===== src/rtl/matrix_stream_feeder_pkg.sv =====
// Shared types and constants for the matrix stream feeder: FSM states,
// operand beat lane positions and sizing helpers.
package matrix_stream_feeder_pkg;

  typedef enum logic [1:0] {
    S_IDLE    = 2'd0,
    S_FEED    = 2'd1,
    S_COLLECT = 2'd2,
    S_DONE    = 2'd3
  } state_t;

  // Lane positions inside a 4-lane operand beat (lane 3 sits in the MSBs)
  localparam int A_HI = 3;
  localparam int A_LO = 2;
  localparam int B_HI = 1;
  localparam int B_LO = 0;

  function automatic int idx_w(input int n);
    return (n > 1) ? $clog2(n) : 1;
  endfunction

  function automatic int beat_count(input int mw);
    return (mw * mw) / 2;
  endfunction

endpackage


===== src/rtl/matrix_stream_feeder_operand_bank.sv =====
// One square operand matrix: host write port plus a combinational read port
// returning the element pair at rows r and r+1 of column c.
module matrix_stream_feeder_operand_bank
  import matrix_stream_feeder_pkg::*;
#(
  parameter int WIDTH        = 8,
  parameter int MATRIX_WIDTH = 4
) (
  input  logic                            i_clk,
  input  logic                            i_we,
  input  logic [idx_w(MATRIX_WIDTH)-1:0]  i_wr_row,
  input  logic [idx_w(MATRIX_WIDTH)-1:0]  i_wr_col,
  input  logic [WIDTH-1:0]                i_wr_data,
  input  logic [idx_w(MATRIX_WIDTH)-1:0]  i_rd_row,
  input  logic [idx_w(MATRIX_WIDTH)-1:0]  i_rd_col,
  output logic [2*WIDTH-1:0]              o_rd_pair
);

  localparam int IW = idx_w(MATRIX_WIDTH);

  logic [WIDTH-1:0] r_mem [MATRIX_WIDTH][MATRIX_WIDTH];
  logic [IW-1:0]    w_rd_row_lo;

  // Storage is deliberately left out of reset so operands survive an abort
  always_ff @(posedge i_clk) begin
    if (i_we) begin
      r_mem[i_wr_row][i_wr_col] <= i_wr_data;
    end
  end

  // The row index is always even while streaming, so r+1 never overflows
  assign w_rd_row_lo = i_rd_row + IW'(1);
  assign o_rd_pair   = {r_mem[i_rd_row][i_rd_col], r_mem[w_rd_row_lo][i_rd_col]};

endmodule


===== src/rtl/matrix_stream_feeder.sv =====
// Loads operand matrices A and B from the host, streams them to the multiplier
// in column-major row-pair beats, then captures the result columns for readback.
module matrix_stream_feeder
  import matrix_stream_feeder_pkg::*;
#(
  parameter int WIDTH        = 8,
  parameter int NUM_ELEMENTS = 4,
  parameter int MATRIX_WIDTH = 4,
  parameter int TIMEOUT      = 255
) (
  input  logic                           i_clk,
  input  logic                           i_reset,
  input  logic                           i_ld_en,
  input  logic                           i_ld_sel,
  input  logic [idx_w(MATRIX_WIDTH)-1:0] i_ld_row,
  input  logic [idx_w(MATRIX_WIDTH)-1:0] i_ld_col,
  input  logic [WIDTH-1:0]               i_ld_data,
  input  logic                           i_start,
  output logic [NUM_ELEMENTS*WIDTH-1:0]  o_rdata,
  output logic                           o_read_en,
  output logic                           o_write_en,
  input  logic [NUM_ELEMENTS*WIDTH-1:0]  i_res,
  input  logic                           i_write_ready,
  input  logic [idx_w(MATRIX_WIDTH)-1:0] i_rd_col,
  output logic [NUM_ELEMENTS*WIDTH-1:0]  o_rd_data,
  output logic                           o_busy,
  output logic                           o_done,
  output logic                           o_error
);

  localparam int IW         = idx_w(MATRIX_WIDTH);
  localparam int DW         = NUM_ELEMENTS * WIDTH;
  localparam int BEAT_COUNT = beat_count(MATRIX_WIDTH);
  localparam int BW         = idx_w(BEAT_COUNT + 1);
  localparam int WW         = idx_w(TIMEOUT);

  state_t        r_state, w_state_nxt;
  logic [IW-1:0] r_row, r_col, r_k;
  logic [IW-1:0] w_row_nxt, w_col_nxt, w_k_nxt;
  logic [BW-1:0] r_beat, w_beat_nxt;
  logic [WW-1:0] r_wdog, w_wdog_nxt;
  logic [DW-1:0] r_rdata, w_rdata_nxt;
  logic          r_read_en, w_read_en_nxt;
  logic          r_write_en, w_write_en_nxt;
  logic          r_done, w_done_nxt;
  logic          r_error, w_error_nxt;
  logic          w_clear, w_capture;
  logic [DW-1:0] r_res [MATRIX_WIDTH];

  logic              w_ld_ok, w_we_a, w_we_b, w_wrap;
  logic [IW-1:0]     w_addr_row, w_addr_col, w_adv_row, w_adv_col;
  logic [2*WIDTH-1:0] w_a_pair, w_b_pair;
  logic [DW-1:0]     w_beat;

  assign w_ld_ok = (r_state == S_IDLE) || (r_state == S_DONE);
  assign w_we_a  = i_ld_en && !i_ld_sel && w_ld_ok;
  assign w_we_b  = i_ld_en &&  i_ld_sel && w_ld_ok;

  // Beat 0 is issued on the start edge, so outside FEED the read address is (0,0)
  assign w_addr_row = (r_state == S_FEED) ? r_row : IW'(0);
  assign w_addr_col = (r_state == S_FEED) ? r_col : IW'(0);
  assign w_wrap     = (w_addr_row == IW'(MATRIX_WIDTH - 2));
  assign w_adv_row  = w_wrap ? IW'(0) : w_addr_row + IW'(2);
  assign w_adv_col  = w_wrap ? w_addr_col + IW'(1) : w_addr_col;

  matrix_stream_feeder_operand_bank #(.WIDTH(WIDTH), .MATRIX_WIDTH(MATRIX_WIDTH)) u_bank_a (
    .i_clk(i_clk), .i_we(w_we_a), .i_wr_row(i_ld_row), .i_wr_col(i_ld_col),
    .i_wr_data(i_ld_data), .i_rd_row(w_addr_row), .i_rd_col(w_addr_col), .o_rd_pair(w_a_pair)
  );

  matrix_stream_feeder_operand_bank #(.WIDTH(WIDTH), .MATRIX_WIDTH(MATRIX_WIDTH)) u_bank_b (
    .i_clk(i_clk), .i_we(w_we_b), .i_wr_row(i_ld_row), .i_wr_col(i_ld_col),
    .i_wr_data(i_ld_data), .i_rd_row(w_addr_row), .i_rd_col(w_addr_col), .o_rd_pair(w_b_pair)
  );

  assign w_beat[A_HI*WIDTH +: WIDTH] = w_a_pair[2*WIDTH-1 -: WIDTH];
  assign w_beat[A_LO*WIDTH +: WIDTH] = w_a_pair[WIDTH-1:0];
  assign w_beat[B_HI*WIDTH +: WIDTH] = w_b_pair[2*WIDTH-1 -: WIDTH];
  assign w_beat[B_LO*WIDTH +: WIDTH] = w_b_pair[WIDTH-1:0];

  // State register
  always_ff @(posedge i_clk) begin
    if (i_reset) begin
      r_state <= S_IDLE;
    end else begin
      r_state <= w_state_nxt;
    end
  end

  // Next-state, counter and registered-output decode
  always_comb begin
    w_state_nxt    = r_state;
    w_row_nxt      = r_row;
    w_col_nxt      = r_col;
    w_beat_nxt     = r_beat;
    w_k_nxt        = r_k;
    w_wdog_nxt     = r_wdog;
    w_rdata_nxt    = DW'(0);
    w_read_en_nxt  = 1'b0;
    w_write_en_nxt = 1'b0;
    w_done_nxt     = r_done;
    w_error_nxt    = r_error;
    w_clear        = 1'b0;
    w_capture      = 1'b0;
    case (r_state)
      S_IDLE, S_DONE: begin
        if (i_start) begin
          w_state_nxt   = S_FEED;
          w_clear       = 1'b1;
          w_done_nxt    = 1'b0;
          w_error_nxt   = 1'b0;
          w_read_en_nxt = 1'b1;
          w_rdata_nxt   = w_beat;
          w_row_nxt     = w_adv_row;
          w_col_nxt     = w_adv_col;
          w_beat_nxt    = BW'(1);
          w_k_nxt       = IW'(0);
          w_wdog_nxt    = WW'(0);
        end else begin
          w_state_nxt = r_state;
        end
      end
      S_FEED: begin
        if (r_beat == BW'(BEAT_COUNT)) begin
          w_state_nxt    = S_COLLECT;
          w_write_en_nxt = 1'b1;
          w_row_nxt      = IW'(0);
          w_col_nxt      = IW'(0);
          w_beat_nxt     = BW'(0);
        end else begin
          w_read_en_nxt = 1'b1;
          w_rdata_nxt   = w_beat;
          w_row_nxt     = w_adv_row;
          w_col_nxt     = w_adv_col;
          w_beat_nxt    = r_beat + BW'(1);
        end
      end
      S_COLLECT: begin
        if (i_write_ready) begin
          w_capture  = 1'b1;
          w_k_nxt    = r_k + IW'(1);
          w_wdog_nxt = WW'(0);
          if (r_k == IW'(MATRIX_WIDTH - 1)) begin
            w_state_nxt = S_DONE;
            w_done_nxt  = 1'b1;
          end else begin
            w_write_en_nxt = 1'b1;
          end
        end else if (r_wdog == WW'(TIMEOUT - 1)) begin
          w_state_nxt = S_DONE;
          w_error_nxt = 1'b1;
        end else begin
          w_wdog_nxt     = r_wdog + WW'(1);
          w_write_en_nxt = 1'b1;
        end
      end
      default: begin
        w_state_nxt = S_IDLE;
      end
    endcase
  end

  // Counters and registered outputs
  always_ff @(posedge i_clk) begin
    if (i_reset) begin
      r_row      <= IW'(0);
      r_col      <= IW'(0);
      r_k        <= IW'(0);
      r_beat     <= BW'(0);
      r_wdog     <= WW'(0);
      r_rdata    <= DW'(0);
      r_read_en  <= 1'b0;
      r_write_en <= 1'b0;
      r_done     <= 1'b0;
      r_error    <= 1'b0;
    end else begin
      r_row      <= w_row_nxt;
      r_col      <= w_col_nxt;
      r_k        <= w_k_nxt;
      r_beat     <= w_beat_nxt;
      r_wdog     <= w_wdog_nxt;
      r_rdata    <= w_rdata_nxt;
      r_read_en  <= w_read_en_nxt;
      r_write_en <= w_write_en_nxt;
      r_done     <= w_done_nxt;
      r_error    <= w_error_nxt;
    end
  end

  // Result buffer: wiped on reset and on every accepted start
  always_ff @(posedge i_clk) begin
    if (i_reset || w_clear) begin
      for (int i = 0; i < MATRIX_WIDTH; i++) begin
        r_res[i] <= DW'(0);
      end
    end else if (w_capture) begin
      r_res[r_k] <= i_res;
    end
  end

  assign o_rdata    = r_rdata;
  assign o_read_en  = r_read_en;
  assign o_write_en = r_write_en;
  assign o_done     = r_done;
  assign o_error    = r_error;
  assign o_busy     = (r_state == S_FEED) || (r_state == S_COLLECT);
  assign o_rd_data  = r_res[i_rd_col];

endmodule

===== config.mk =====
export PLATFORM = sky130hd
export DESIGN_NAME = matrix_stream_feeder
export DESIGN_NICKNAME = d
export VERILOG_FILES = /design/src/rtl/matrix_stream_feeder_pkg.sv /design/src/rtl/matrix_stream_feeder_operand_bank.sv /design/src/rtl/matrix_stream_feeder.sv
export SDC_FILE = /design/constraint.sdc
export NUM_CORES = 1
export LEC_CHECK = 0
export BUFFER_PORTS_ARGS = -buffer_cell sky130_fd_sc_hd__buf_2
export CORE_MARGIN = 2
export CORE_UTILIZATION = 55
export DETAILED_ROUTE_END_ITERATION = 8
export MAX_ROUTING_LAYER = met4
export PLACE_DENSITY = 0.76
export SLEW_MARGIN = 20
export SYNTH_ARGS = -nofsm -noshare
export SYNTH_HDL_FRONTEND = slang
export SYNTH_HIERARCHICAL = 1
export SYNTH_SLANG_ARGS = --single-unit

===== constraint.sdc =====
create_clock -name i_clk -period 3.1 [get_ports i_clk]
set_input_delay 0 -clock i_clk [delete_from_list [all_inputs] [get_ports i_clk]]
set_output_delay 0 -clock i_clk [all_outputs]
set_load 0.005 [all_outputs]

==> results.yml, run 1 <==
drt:
  dr_total_vias: 11500
  drt-total-wl_mm: 43.6
  drc: 0
  final_antenna_net_count: 0
  firstDrtPassIters: 5
  via_per_inst: 6.09
  wl_per_cell_um: 23.0
  drt_iter0_drc: 1018
clock_tree:
  root_buffer: "clkbuf_16"
  cts_tree: "built"
  cts_sinks: 440
  cts_buffer_depth: 3
  numCtsBuffers: 45
  cts.clk_slew.worst_paths_ns: 0.06
  htreeDepth: 2
  insertion_delay_ns: 0.56
  postCtsSetupRepairBufs: 0
floorplanning:
  die_h_um: 194
  fp-row-count: 69
  start_util_pct: 55.7
  core-area_mm2: 0.0355
  die_area_mm2: 0.0375
  die_w_um: 194
  ios: 121
timing:
  setup_violations: 0
  max_freq_mhz: 353
  maxSlewHeadroom_pct: 33.9
  period_needed_ns: 2.84
  fin_worst_skew_ns: 0.0226
  rsz0062_at_grt: "false"
  hold_viol: 0
  period_share_pct: 91.5
  tightest_slew_ns: 0.988
  slew_viol_final: 0
cells_and_area:
  utilization_pct: 64.8
  fin_nets: 1455
  drive_above_1_share_pct: 27.5
  n_antenna_cell: 0
  final_area_mm2: 0.0230
  fillers: 2403
  area_growth_syn_to_layout_pct: 16.2
setup_path:
  rr_startpoint: "r_state[1]"
  cp-start-kind: "flop"
  critPathKind: "flop to flop"
  crit_path_max_fanout: 37
  reg2reg_depth: 8
  crit_arrival_ns: 3.27
  crit_required_ns: 3.54
  crit_start: "r_state[1]"
  crit_path_end_kind: "flop"
min_path:
  whs_path_depth: 3
  hold_path.startpoint: "i_ld_col[0]"
  hold_class: "input port to flop"
synth:
  postSynthAreaPerCell_um2: 16.6
  syn_area_mm2: 0.0198
  synth_edf_count: 384
  syn_nets: 1251
  synth_seq_cells: 440
  async_reset_ff_share_pct: 0
  ys_seq_area_share_pct: 64.0
  syn_inst: 1192
  ys.warnings.count: 6
  synth_flop_cell: "edfxtp_1"
  synth.distinct_cells: 65
global_route:
  grt-ovfl-total: 0
  globalRouteMet3Util_pct: 4.21
  met2_usage_pct: 38.5
  grt_start_max_net_pins: 47
  grt_pass1_wl_mm: 67.1
  grt_usage_pct: 24.0
  grt_use_met1_pct: 32.1
  grt_pass1_vias: 11600
  antenna_found_initial: 0
  top_usage_layer: "met2"
power:
  pwr_density_cell_mw_per_mm2: 652
  peakVddDrop_v: 0.000486
  leakage_uw: 0.00803
outcome:
  status: "finished clean"
placement:
  placement.io_buffers: 120
  dp_hpwl_mm: 27.2
  placed_area_mm2: 0.0210
  place_congestion: 0.889
flow_run:
  max_cap_viol_count: 0
[Yosys cell counts, drive strengths merged (4+ instances only)]
library cell | number | share of area [%]
buf | 51 | 2.0
o211ai | 8 | 0.33
and2 | 167 | 5.3
mux2i | 58 | 2.9
a221oi | 4 | 0.21
and3 | 4 | 0.13
nor2 | 42 | 0.80
inv | 10 | 0.19
a22oi | 22 | 0.84
a211oi | 9 | 0.40
dfxtp | 56 | 5.7
nor2b | 16 | 0.51
a211o | 4 | 0.18
a31oi | 6 | 0.19
o21ai | 23 | 0.58
nand3b | 6 | 0.23
mux4 | 131 | 15
nand3 | 24 | 0.61
nand2 | 42 | 0.80
edfxtp | 384 | 58
nor3 | 19 | 0.51
a21oi | 18 | 0.51
clkbuf | 24 | 0.52
nand2b | 16 | 0.62
ha | 7 | 0.44
[per-layer routing]
| layer | wire [um] | share of wire [%] | vias up |
|---|---|---|---|
| met5 | 0 | 0 | - |
| li1 | - | - | 5101 |
| met3 | 3470 | 8.0 | 80 |
| met2 | 21700 | 50 | 478 |
| met4 | 904 | 2.1 | 0 |
| met1 | 17500 | 40 | 5872 |
[metrics by stage]
| step | setup TNS (ns) | hold WS, ns | setup slack (ns) | instances | power [uW] |
|---|---|---|---|---|---|
| detailed placement | 0 | 0.315 | 0.265 | 1766 | 9660 |
| floorplan | -19.03 | 0.0989 | -0.297 | 1192 | 8890 |
| global placement | 0 | 0.308 | 0.340 | 1766 | 9590 |
| global route | 0 | 0.0886 | 0.0749 | 1894 | 15600 |
| CTS | 0 | 0.0591 | 0.240 | 1894 | 15100 |
| finish | 0 | 0.0723 | 0.264 | 1894 | 15000 |
[final cells by class]
class                      instances  area (um^2)  area share (%)
sequential                       440        12700            55.1
multi-input combinational        666         6590            28.7
timing repair buffer             232         1630            7.08
clock buffer                      57         1200            5.23
tap                              461          577            2.51
clock inverter                    27          285            1.24
inverter                          11         41.3           0.180
[repair_timing]
item,CTS,global route
resized for setup,0,0
endpoints found under the hold margin,373,0
hold buffers,44,0
[cells in the final DEF, fill, tap and decap left out, drive strengths merged, types with 18 or more instances in the layout]
cell	instances
dlygate4sd3	44
a22oi	22
edfxtp	384
a21oi	18
mux2i	58
nor3	19
clkbuf	57
nor2	42
nand3	24
nand2	42
clkinv	20
dfxtp	56
mux4	131
buf	188
and2	167
o21ai	23
[path summary, 6_finish.rpt]
path                           end  slack [ns]
max                     o_rdata[5]        0.26
min          u_bank_a/r_mem[3][21]        0.07
max reg2reg             o_rdata[5]        0.26
min reg2reg               r_row[0]        0.49
[worst max-delay path, stage by stage, from the launching register on]
cell	delay, ns
dfxtp_1	0.31
inv_1	0.07
ha_1	0.24
and2_4	0.60
buf_4	0.47
mux4_2	0.55
a32oi_1	0.20
o21ai_0	0.10
and2_1	0.14
[flip-flops by register name, indices dropped and copies added, names as in the netlist]
name            cells
r_k                 2
u_bank_b/r_mem    128
o_rdata            32
u_bank_a/r_mem    128
r_res             128
r_wdog              8
r_row               2
o_write_en          1
o_done              1
r_beat              4
r_state             2
o_error             1
o_read_en           1
r_col               2
[where the power goes]
part | switching, uW | internal, uW | total [uW]
Sequential | 179 | 7030 | 7210
Combinational | 1320 | 1040 | 2360
Clock | 2230 | 3180 | 5410
[cell families (layout without fill, tap and decap cells)]
kind of cell / count (synthesis) / count (layout) / share of synthesized area (%)
AOI/OAI and AO/OA: 118 / 118 / 4.38
xor gates and xnor gates: 1 / 1 / 0.0443
adders and majority gates: 7 / 7 / 0.443
buffers and inverters: 86 / 327 / 2.76
DFF: 440 / 440 / 64.0
muxes: 192 / 192 / 18.4
and+or+nand+nor: 348 / 348 / 10.0
Note: power is estimated with default switching activity, not from simulation.
==> run 2, diff against run 1 <==
--- a/config.mk
+++ b/config.mk
@@ -6,11 +6,14 @@
 export NUM_CORES = 1
 export LEC_CHECK = 0
 export BUFFER_PORTS_ARGS = -buffer_cell sky130_fd_sc_hd__buf_2
+export CELL_PAD_IN_SITES_DETAIL_PLACEMENT = 0
+export CELL_PAD_IN_SITES_GLOBAL_PLACEMENT = 2
 export CORE_MARGIN = 2
-export CORE_UTILIZATION = 55
+export CORE_UTILIZATION = 41
 export DETAILED_ROUTE_END_ITERATION = 8
 export MAX_ROUTING_LAYER = met4
-export PLACE_DENSITY = 0.76
+export PLACE_DENSITY_LB_ADDON = 0.1
+export RECOVER_POWER = 100
 export SLEW_MARGIN = 20
 export SYNTH_ARGS = -nofsm -noshare
 export SYNTH_HDL_FRONTEND = slang
==> results.yml, run 2 (synthesis gave the netlist of run 1 again) <==
outcome:
  status: "finished, violations left"
  violations: "max-capacitance violations, max-slew violations"
setup_path:
  crit_path_max_fanout: 8
  cp-start-kind: "flop"
  crit_start: "r_state[0]"
  critPathKind: "flop to flop"
  crit_path_end_kind: "flop"
  crit_arrival_ns: 3.04
  crit_required_ns: 3.31
  rr_startpoint: "r_state[0]"
clock_tree:
  numCtsBuffers: 48
  cts_tree: "built"
  cts_buffer_depth: 3
  cts_sinks: 440
  root_buffer: "clkbuf_16"
  cts.clk_slew.worst_paths_ns: 0.06
  htreeDepth: 2
  insertion_delay_ns: 0.59
floorplanning:
  ios: 121
  start_util_pct: 41.5
  core-area_mm2: 0.0476
  die_area_mm2: 0.0500
  die_h_um: 224
  fp-row-count: 80
  die_w_um: 224
drt:
  drt_iter0_drc: 706
  drc: 0
  wl_per_cell_um: 23.8
  firstDrtPassIters: 5
  dr_total_vias: 11200
  final_antenna_net_count: 0
  drt-total-wl_mm: 49.0
  via_per_inst: 5.44
timing:
  rsz0062_at_grt: "false"
  period_needed_ns: 2.83
  hold_viol: 0
  fin_worst_skew_ns: 0.0343
  setup_violations: 0
  maxSlewHeadroom_pct: -0.630
  worst_slack_ns: 0.268
  tightest_slew_ns: 1.51
  max_freq_mhz: 353
  period_share_pct: 91.4
  slew_viol_final: 33
power:
  peakVddDrop_v: 0.000368
  pwr_density_cell_mw_per_mm2: 661
  leakage_uw: 0.00765
global_route:
  met2_usage_pct: 34.2
  top_usage_layer: "met2"
  grt_start_max_net_pins: 41
  globalRouteMet3Util_pct: 2.60
  grt_usage_pct: 20.3
  grt-ovfl-total: 0
  grt_use_met1_pct: 26.1
  grt_pass1_wl_mm: 72.2
  grt_pass1_vias: 11500
  antenna_found_initial: 1
placement:
  dp_slack_ns: 0.364
  place_congestion: 0.793
  placed_area_mm2: 0.0213
  dp_hpwl_mm: 31.0
  placement.io_buffers: 120
  dp_cells: 1925
cells_and_area:
  final_area_mm2: 0.0231
  final_cell_mix: "edfxtp_1, mux4_2, and2_1"
  area_growth_syn_to_layout_pct: 16.7
  fin_nets: 1464
  instances_no_fill: 2062
  final_common_cell: "edfxtp_1"
  reg_top3: "r_res: 128 flops, u_bank_a/r_mem: 128 flops, u_bank_b/r_mem: 128 flops"
  utilization_pct: 48.4
  drive_above_1_share_pct: 20.9
flow_run:
  max_cap_viol_count: 1
min_path:
  hold_class: "input port to flop"
  hold_path.startpoint: "i_ld_col[1]"
[run 2: cell types whose count changed in the layout (fill, tap and decap cells not counted), moves of 3 or more]
cell,delta
clkbuf_8,+3
buf_12,+3
buf_2,-44
and2_1,-52
clkbuf_16,+5
clkbuf_2,+4
clkinv_4,-3
clkinv_2,-5
and2_0,+52
clkbuf_1,+100
clkinv_1,-3
buf_4,-46
[run 2: through the flow]
step	hold WS [ns]	TNS, ns	total power (uW)
after floorplan	0.0989	-19.03	8890
after global placement	0.310	0	9790
after detailed placement	0.314	0	9810
after CTS	0.0113	0	15600
after global routing	0.0522	0	15900
final	0.0544	0	15300
[run 2: cell type report]
| class | instances | area, um^2 |
|---|---|---|
| antenna | 2 | 5.00 |
| clock buffer | 77 | 1410 |
| clock inverter | 13 | 171 |
| fill | 4139 | 24600 |
| inverter | 11 | 41.3 |
| multi-input combinational | 666 | 6520 |
| sequential | 440 | 12700 |
| tap | 615 | 769 |
| timing repair buffer | 238 | 1500 |
[run 2: worst paths after layout]
check,to,slack (ns),cells after the start
setup / recovery,u_bank_a/r_mem[0][30],0.27,7
hold reg to reg,r_beat[1],0.49,2
hold / removal,u_bank_b/r_mem[0][6],0.05,3
setup reg to reg,u_bank_a/r_mem[0][30],0.27,7
[run 2: repair_timing]
item / CTS / global route
endpoints found under the hold margin: 396 / 0
setup buffers: 0 / 0
resized for setup: 0 / 0
hold buffers: 44 / 0
[run 2: worst max-delay path, cell delays in order (launching register included)]
cell and delay (ns):
dfxtp_1 0.35, inv_1 0.05, ha_1 0.43, nand2_1 0.08, nor2_1 0.33, or3b_2 0.54
nor3_1 0.15, clkbuf_1 0.55
[run 2: per-layer routing]
| layer | part of all wire, % | vias up |
|---|---|---|
| li1 | - | 5148 |
| met1 | 43 | 5769 |
| met2 | 51 | 225 |
| met3 | 3.7 | 69 |
| met4 | 2.1 | 0 |
| met5 | 0 | - |
[run 2: power by group]
part	internal [uW]	total (uW)	switching (uW)
clock network	3450	5700	2250
logic	971	2350	1380
registers	7030	7210	175
==> run 3, diff against run 2 <==
--- a/config.mk
+++ b/config.mk
@@ -11,6 +11,7 @@
 export CORE_MARGIN = 2
 export CORE_UTILIZATION = 41
 export DETAILED_ROUTE_END_ITERATION = 8
+export HOLD_SLACK_MARGIN = 0.08
 export MAX_ROUTING_LAYER = met4
 export PLACE_DENSITY_LB_ADDON = 0.1
 export RECOVER_POWER = 100
==> results.yml, run 3 (synthesis gave the netlist of run 1 again) <==
outcome:
  status: "finished, violations left"
  violations: "max-capacitance violations, max-slew violations"
power:
  pwr_density_cell_mw_per_mm2: 659
  peakVddDrop_v: 0.000369
  leakage_uw: 0.00766
floorplanning:
  core-area_mm2: 0.0476
  start_util_pct: 41.5
  die_area_mm2: 0.0500
  ios: 121
  die_w_um: 224
  fp-row-count: 80
  die_h_um: 224
global_route:
  globalRouteMet3Util_pct: 2.53
  top_usage_layer: "met2"
  grt-ovfl-total: 0
  met2_usage_pct: 34.4
  grt_use_met1_pct: 26.2
  grt_pass1_vias: 11600
  grt_start_max_net_pins: 41
  grt_usage_pct: 20.3
  grt_pass1_wl_mm: 72.5
  antenna_found_initial: 1
timing:
  whs_ns: 0.257
  fin_worst_skew_ns: 0.0340
  hold_viol: 0
  setup_violations: 0
  tightest_slew_ns: 1.53
  maxSlewHeadroom_pct: -1.69
  slew_viol_final: 33
  max_freq_mhz: 337
  period_share_pct: 95.7
  fin_setup_tns_ns: 0
  period_needed_ns: 2.97
  rsz0062_at_grt: "false"
clock_tree:
  cts_buffer_depth: 3
  numCtsBuffers: 48
  cts_tree: "built"
  cts.clk_slew.worst_paths_ns: 0.06
  root_buffer: "clkbuf_16"
  htreeDepth: 2
  cts_sinks: 440
  insertion_delay_ns: 0.59
setup_path:
  cp_slowest_cell: "dlygate4sd3_1"
  regToRegSetupSlack_ns: 0.13
  reg2reg_depth: 7
  worstPathCellList: "inv_1 > ha_1 > and3_1 > nand3_1 > dlygate4sd3_1 > nor3_1 > buf_2"
  crit_family: "buffers and inverters"
  crit_cells: 7
  max_stage_delay_ns: 0.63
  crit_arrival_ns: 3.23
  critPathKind: "flop to flop"
  crit_path_max_fanout: 8
  cp-start-kind: "flop"
  rr_startpoint: "r_state[0]"
  crit_path_end_kind: "flop"
  crit_required_ns: 3.36
  timing.rr.end: "u_bank_b/r_mem[0][5]"
  crit_buf_inv: 3
cells_and_area:
  drive_above_1_share_pct: 21.0
  final_common_cell: "edfxtp_1"
  seqCellArea_mm2: 0.0127
  final_cell_mix: "edfxtp_1, mux4_2, and2_1"
  area_growth_syn_to_layout_pct: 16.8
  fin_nets: 1471
  reg_top3: "r_res: 128 flops, u_bank_a/r_mem: 128 flops, u_bank_b/r_mem: 128 flops"
  multiInputGateArea_mm2: 0.00652
  fillers: 4145
drt:
  dr_total_vias: 11200
  drt_iter0_drc: 712
  wl_per_cell_um: 23.7
  drc: 0
  via_per_inst: 5.42
  drt-total-wl_mm: 49.1
  final_antenna_net_count: 0
  firstDrtPassIters: 5
placement:
  dp_hpwl_mm: 31.0
  placement.io_buffers: 120
  place_congestion: 0.793
min_path:
  min_to: "u_bank_b/r_mem[2][22]"
  hold_class: "input port to flop"
  hold_path.startpoint: "i_ld_en"
  whs_path_depth: 4
flow_run:
  max_cap_viol_count: 1
-- run 3: cell count changes in the layout (fill, tap and decap cells not counted), sizes merged --
cell	delta
dlygate4sd3	+7
clkbuf	+5
buf	-5
-- run 3: stage by stage --
step | util, % | cells | worst slack, ns | cell area [um^2] | power, uW
2_1_floorplan | - | 1192 | -0.297 | 19800 | 8890
3_5_place_dp | 44.8 | 1925 | 0.364 | 21300 | 9810
6_report | 48.5 | 2069 | 0.133 | 23100 | 15200
4_1_cts | 49.2 | 2066 | 0.102 | 23400 | 15600
3_3_place_gp | 44.8 | 1925 | 0.389 | 21300 | 9790
5_1_grt | 48.5 | 2068 | 0.0192 | 23100 | 15900
-- run 3: layout make-up --
| class | count | share of cell area (%) |
|---|---|---|
| repair buffers | 245 | 6.58 |
| multi-input cells | 666 | 28.2 |
| inverters | 11 | 0.179 |
| flip-flops and latches | 440 | 54.8 |
| clock buffers | 77 | 6.12 |
| diodes | 2 | 0.0217 |
| clock inverters | 13 | 0.742 |
| well taps | 615 | 3.33 |
-- run 3: power by group --
part | switching, uW | total [uW] | internal (uW)
Combinational | 1370 | 2310 | 940
Sequential | 174 | 7210 | 7040
Clock | 2250 | 5700 | 3450
-- run 3: worst min-delay path, cell delays in order --
cell and delay, ns:
buf_2 0.11, and3_1 0.23, nand3b_1 0.17, nor2_1 0.13
-- run 3: what timing repair did --
action	in CTS	in global routing
gates resized for setup	0	1
hold buffers	51	0
endpoints found under the hold margin	411	0
buffers inserted	0	0
setup endpoints to repair	0	6
-- run 3: how the worst max path moves through the flow --
stage	from	end	slack [ns]
after floorplan	r_state[0]	r_res[3][0]	-0.30
after global placement	r_state[1]	o_rdata[18]	0.39
after detailed placement	r_state[1]	o_rdata[18]	0.36
after CTS	r_state[0]	u_bank_b/r_mem[0][5]	0.10
after global routing	r_state[0]	r_res[0][14]	0.02
final	r_state[0]	u_bank_b/r_mem[0][5]	0.13
-- run 3: layer usage --
metal  wire [um]  vias up
met2       25100      212
met4         990        0
li1            -     5155
met1       21300     5788
met5           0        -
met3        1610       68
